## src/rtl/s_mem_sequencer.sv

```systemverilog
// s_mem_sequencer: steps init -> shuffle -> decrypt phase blocks and muxes their S-memory ports onto one port.
// Latency: start -> INIT (with launch pulse) next edge; sampled finish outside the pulse cycle -> next phase next edge.
// Backpressure: none; each phase waits on its finish level. Macro S_MEM_SEQUENCER_TIMEOUT_EN adds a per-phase abort to ERR.
module s_mem_sequencer #(
  parameter int unsigned TIMEOUT_CYCLES = 4096
) (
  input  logic       clk,
  input  logic       reset_n,
  input  logic       start,
  output logic       init_start,
  output logic       shuffle_start,
  output logic       decrypt_start,
  input  logic       init_finish,
  input  logic       shuffle_finish,
  input  logic       decrypt_finish,
  input  logic [7:0] init_addr,
  input  logic [7:0] shuffle_addr,
  input  logic [7:0] decrypt_addr,
  input  logic [7:0] init_data,
  input  logic [7:0] shuffle_data,
  input  logic [7:0] decrypt_data,
  input  logic       init_wren,
  input  logic       shuffle_wren,
  input  logic       decrypt_wren,
  output logic [7:0] mem_address,
  output logic [7:0] mem_data,
  output logic       mem_wren,
  output logic [2:0] phase,
  output logic       busy,
  output logic       done,
  output logic       error
);

  typedef enum logic [2:0] {
    S_IDLE    = 3'd0,
    S_INIT    = 3'd1,
    S_SHUFFLE = 3'd2,
    S_DECRYPT = 3'd3,
    S_DONE    = 3'd4,
    S_ERR     = 3'd5
  } state_t;

  state_t      state_q, state_d;
  logic        init_start_q, init_start_d;
  logic        shuffle_start_q, shuffle_start_d;
  logic        decrypt_start_q, decrypt_start_d;
  logic        busy_q, busy_d;
  logic        done_q, done_d;
  logic        error_q, error_d;
  logic [15:0] cnt_q, cnt_d;
  logic        pulse_cycle;
  logic        entering;
  logic        in_phase;
  logic        timeout_hit;

`ifdef S_MEM_SEQUENCER_TIMEOUT_EN
  // Abort a phase once its cycle counter reaches the last allowed cycle
  localparam logic [15:0] CNT_LAST = 16'(TIMEOUT_CYCLES - 1);
  assign timeout_hit = (cnt_q == CNT_LAST);
`else
  // No abort: phases wait for their finish indefinitely
  logic [15:0] unused_cnt_last;
  assign unused_cnt_last = 16'(TIMEOUT_CYCLES - 1);
  assign timeout_hit     = 1'b0;
`endif

  // Next state, launch pulses, phase counter and status flags
  always_comb begin
    state_d     = state_q;
    // A finish seen during the launch cycle is a stale level from the previous run
    pulse_cycle = init_start_q | shuffle_start_q | decrypt_start_q;
    case (state_q)
      S_IDLE:    if (start) state_d = S_INIT;
      S_INIT:    if (init_finish && !pulse_cycle) state_d = S_SHUFFLE;
                 else if (timeout_hit) state_d = S_ERR;
      S_SHUFFLE: if (shuffle_finish && !pulse_cycle) state_d = S_DECRYPT;
                 else if (timeout_hit) state_d = S_ERR;
      S_DECRYPT: if (decrypt_finish && !pulse_cycle) state_d = S_DONE;
                 else if (timeout_hit) state_d = S_ERR;
      S_DONE:    if (start) state_d = S_INIT;
      S_ERR:     if (start) state_d = S_INIT;
      default:   state_d = S_IDLE;
    endcase

    entering = (state_d != state_q);
    in_phase = (state_q == S_INIT) || (state_q == S_SHUFFLE) || (state_q == S_DECRYPT);

    init_start_d    = entering && (state_d == S_INIT);
    shuffle_start_d = entering && (state_d == S_SHUFFLE);
    decrypt_start_d = entering && (state_d == S_DECRYPT);

    if (entering) begin
      cnt_d = 16'd0;
    end else if (in_phase && (cnt_q != 16'hFFFF)) begin
      cnt_d = cnt_q + 16'd1;
    end else begin
      cnt_d = cnt_q;
    end

    busy_d  = (state_d == S_INIT) || (state_d == S_SHUFFLE) || (state_d == S_DECRYPT);
    done_d  = (state_d == S_DONE);
    error_d = (state_d == S_ERR);
  end

  // State and registered outputs, cleared asynchronously on reset
  always_ff @(posedge clk or negedge reset_n) begin
    if (!reset_n) begin
      state_q         <= S_IDLE;
      init_start_q    <= 1'b0;
      shuffle_start_q <= 1'b0;
      decrypt_start_q <= 1'b0;
      busy_q          <= 1'b0;
      done_q          <= 1'b0;
      error_q         <= 1'b0;
      cnt_q           <= 16'd0;
    end else begin
      state_q         <= state_d;
      init_start_q    <= init_start_d;
      shuffle_start_q <= shuffle_start_d;
      decrypt_start_q <= decrypt_start_d;
      busy_q          <= busy_d;
      done_q          <= done_d;
      error_q         <= error_d;
      cnt_q           <= cnt_d;
    end
  end

  // Memory port follows the phase owning the current state; idle elsewhere so stray writes never pass
  always_comb begin
    mem_address = 8'h00;
    mem_data    = 8'h00;
    mem_wren    = 1'b0;
    case (state_q)
      S_INIT: begin
        mem_address = init_addr;
        mem_data    = init_data;
        mem_wren    = init_wren;
      end
      S_SHUFFLE: begin
        mem_address = shuffle_addr;
        mem_data    = shuffle_data;
        mem_wren    = shuffle_wren;
      end
      S_DECRYPT: begin
        mem_address = decrypt_addr;
        mem_data    = decrypt_data;
        mem_wren    = decrypt_wren;
      end
      default: begin
        mem_address = 8'h00;
        mem_data    = 8'h00;
        mem_wren    = 1'b0;
      end
    endcase
  end

  assign init_start    = init_start_q;
  assign shuffle_start = shuffle_start_q;
  assign decrypt_start = decrypt_start_q;
  assign phase         = state_q;
  assign busy          = busy_q;
  assign done          = done_q;
  assign error         = error_q;

endmodule

```

## config.mk

```make
export PLATFORM = sky130hd
export DESIGN_NAME = s_mem_sequencer
export DESIGN_NICKNAME = d
export VERILOG_FILES = /design/src/rtl/s_mem_sequencer.sv
export SDC_FILE = /design/constraint.sdc
export NUM_CORES = 1
export LEC_CHECK = 0
export BUFFER_PORTS_ARGS = -buffer_cell sky130_fd_sc_hd__buf_2
export CAP_MARGIN = 20
export CORE_ASPECT_RATIO = 1.5
export CORE_MARGIN = 2
export CORE_UTILIZATION = 32
export CTS_CLUSTER_DIAMETER = 120
export DETAILED_ROUTE_END_ITERATION = 10
export PLACE_DENSITY = 0.75
export RECOVER_POWER = 50
export SETUP_SLACK_MARGIN = 0.1
export SLEW_MARGIN = 5
export SYNTH_ARGS = -nofsm -noshare
export SYNTH_HDL_FRONTEND = slang
export SYNTH_SLANG_ARGS = --single-unit
```

## constraint.sdc

```tcl
create_clock -name clk -period 1.7 [get_ports clk]
set_clock_uncertainty 0.2 [all_clocks]
set_input_delay 0.34 -clock clk [delete_from_list [all_inputs] [get_ports clk]]
set_output_delay 0.34 -clock clk [all_outputs]
set_load 0.02 [all_outputs]
```

==> results.toml <==
[clocking]
clockBufferDepth = 2
cts_tree = "yes"
cts-buffers-inserted = 3
cts_sinks = 9
cts-root-buf = "clkbuf_4"
cts_max_level = 1
clock_latency_ps = 270
path_clk_slew_ps = 70

[setup_path]
critical_path_class = "reg2out"
end_kind = "primary output"
cp_max_fo = 11
crit_path_start_kind = "flop"
crit_start = "phase[1]"
r2r_slack_ps = 60
critPathRequiredTime_ps = 1160
cp-endpoint = "mem_address[6]"
reg2regPathDepth = 6
cp.arrival_ps = 1590
reg2reg_from = "phase[1]"
r2r-end = "done"

[status]
violations = "setup timing"
status = "finished with violations"

[finish]
drive_gt1_frac = 0.833
multi_input_area_um2 = 777
regArea_um2 = 229
most-common-layout-cells = "67 x buf_2, 18 x a22oi_2, 13 x buf_4"
postLayoutCoreUtil = 0.694
fill_cells = 193
syn_to_final_growth_pct = 102
antenna_cells = 0
fin_area_mm2 = 0.00172
final_common_cell = "buf_2"
fin_nets = 244

[timing]
finalMaxSlewViolations = 0
hold_ws_ps = 155
tightest_slew_ps = 529
setup_viol = 17
slew_headroom = 0.647
setup_ws_ps = -431
setup_tns_ps = -6790
period_share = 1.25
hold_violations = 0
rsz0062_at_grt = "true"
fin_crit_ps = 2130
fmax_mhz = 469

[placement]
routabilityCongestion = 0.767
place_area_mm2 = 0.00151
dpl_worst_slack_ps = -152
port_buffers = 82
hpwl_mm = 2.47

[hold_path]
hp-class = "in2reg"

[yosys]
synth.area.top_cells = "dfrtp_1 27%, a22oi_1 15%, mux2_2 15%"
synthesis.area_um2 = 850
synth_simple_gate_area_frac = 0.225
synth-compound-area-share = 0.203
netlist_instances = 94
synth-edff-count = 0
muxShareOfSynthArea = 0.225
synth_area_per_cell_um2 = 9.04
async_flop_share = 1.00
synthAdderAreaFrac = 0
yosysWarningCount = 0
synth_xor_area_frac = 0
synth-seq-cells = 9
synth_fp_nets = 151
synth_top_family_by_area = "simple AND/OR/NAND/NOR gates"
synthDistinctLibCells = 28
synth_ff_type = "dfrtp_1"
synth_largest_area_cell = "dfrtp_1"
synth_top_area_share = 0.265
yosysSeqAreaShare = 0.265

[floorplanning]
ios = 83
initial_core_util = 0.343
die_h_um = 67.1
floorplan.die_area_mm2 = 0.00309
core_area_mm2 = 0.00248
rows = 22
die_w_um = 46.1

[drt]
dr.pass1.iters = 4
drcViolationCount = 0
wl_mm = 3.26
vias_per_cell = 5.29
drtIter0Drc = 19
post_drt_wl_per_cell_um = 15.5
num_vias = 1111
ant_nets = 0

[global_routing]
gr-usage-met2 = 0.411
grt_pass1_wl_mm = 5.15
grt_max_degree = 18
busiest_layer = "met2"
grt_usage = 0.225
grt_pass1_vias = 1211
antenna_found_initial = 0
grt_util_met1 = 0.237
met3_usage = 0.0515
overflow = 0

[power_and_ir_drop]
p_leak_nw = 0.851
peakVddDrop_mv = 1.15
power_density_mw_per_mm2 = 1930

[flow_run]
cap_viol_max_count = 0
synth_stat cells, types with 2 or more instances:
master and instances:
mux2_2 11, nor2_1 17, dfrtp_1 9, inv_1 3
nor3b_1 2, nor2b_1 4, buf_2 4, a22oi_1 17
and3_1 2, buf_6 2, mux2_1 6
critical path, stage by stage, from the launching register on:
cell and delay (ps):
dfrtp_2 440, buf_12 150, mux2_2 350, a22oi_2 190, nor2_4 40, buf_4 160
sequential cells by signal, summed over array words and instances (netlist names):
name and count:
init_start 1, phase 3, busy 1, error 1
done 1, decrypt_start 1, shuffle_start 1
final cells by class:
type / instances / share of cell area
inverter: 3 / 0.00655
tap: 24 / 0.0175
multi-input combinational: 73 / 0.452
sequential: 9 / 0.133
timing repair buffer: 97 / 0.376
clock buffer: 4 / 0.0153
metal layers:
| metal | wire length, um | share of wire |
|---|---|---|
| met3 | 254 | 0.078 |
| met1 | 1130 | 0.35 |
| met2 | 1820 | 0.56 |
| met5 | 0 | 0 |
| met4 | 59 | 0.018 |
through the flow:
step | std cells | total power [mW]
after CTS | 207 | 3.08
after detailed placement | 202 | 2.71
after global placement | 202 | 2.64
after floorplan | 94 | 2.04
after global routing | 210 | 3.51
final | 210 | 3.32
where the power goes:
part           internal, mW  leakage, nW  switching, mW  total, mW
registers             0.296        0.113         0.0819      0.378
logic                  1.33        0.723           1.44       2.77
clock network        0.0907       0.0150         0.0823      0.173
total                  1.71        0.851           1.61       3.32
cell families (layout without fill, tap and decap cells):
family,count (synthesis),count (layout)
buffers and inverters,12,104
AND/OR/NAND/NOR,34,34
AO/OA/AOI/OAI,22,22
multiplexers,17,17
flip-flops,9,9
worst min-delay path by stage:
| stage | from | endpoint | slack (ps) | cells past startpoint |
|---|---|---|---|---|
| 2_1_floorplan | reset_n | busy | -160 | 0 |
| 5_1_grt | start | init_start | 150 | 2 |
| 4_1_cts | start | init_start | 140 | 2 |
| 6_report | start | init_start | 160 | 2 |
| 3_3_place_gp | reset_n | done | -0.4 | 1 |
| 3_5_place_dp | reset_n | done | 6 | 1 |
what timing repair did:
action,4_1_cts,5_1_grt
setup buffers,0,3
resized for setup,20,23
hold endpoints to repair,9,0
pin swaps,4,10
hold buffers,1,0
endpoints found under the setup margin,18,21
cloned,0,0
Note: power is estimated with default switching activity, not from simulation.
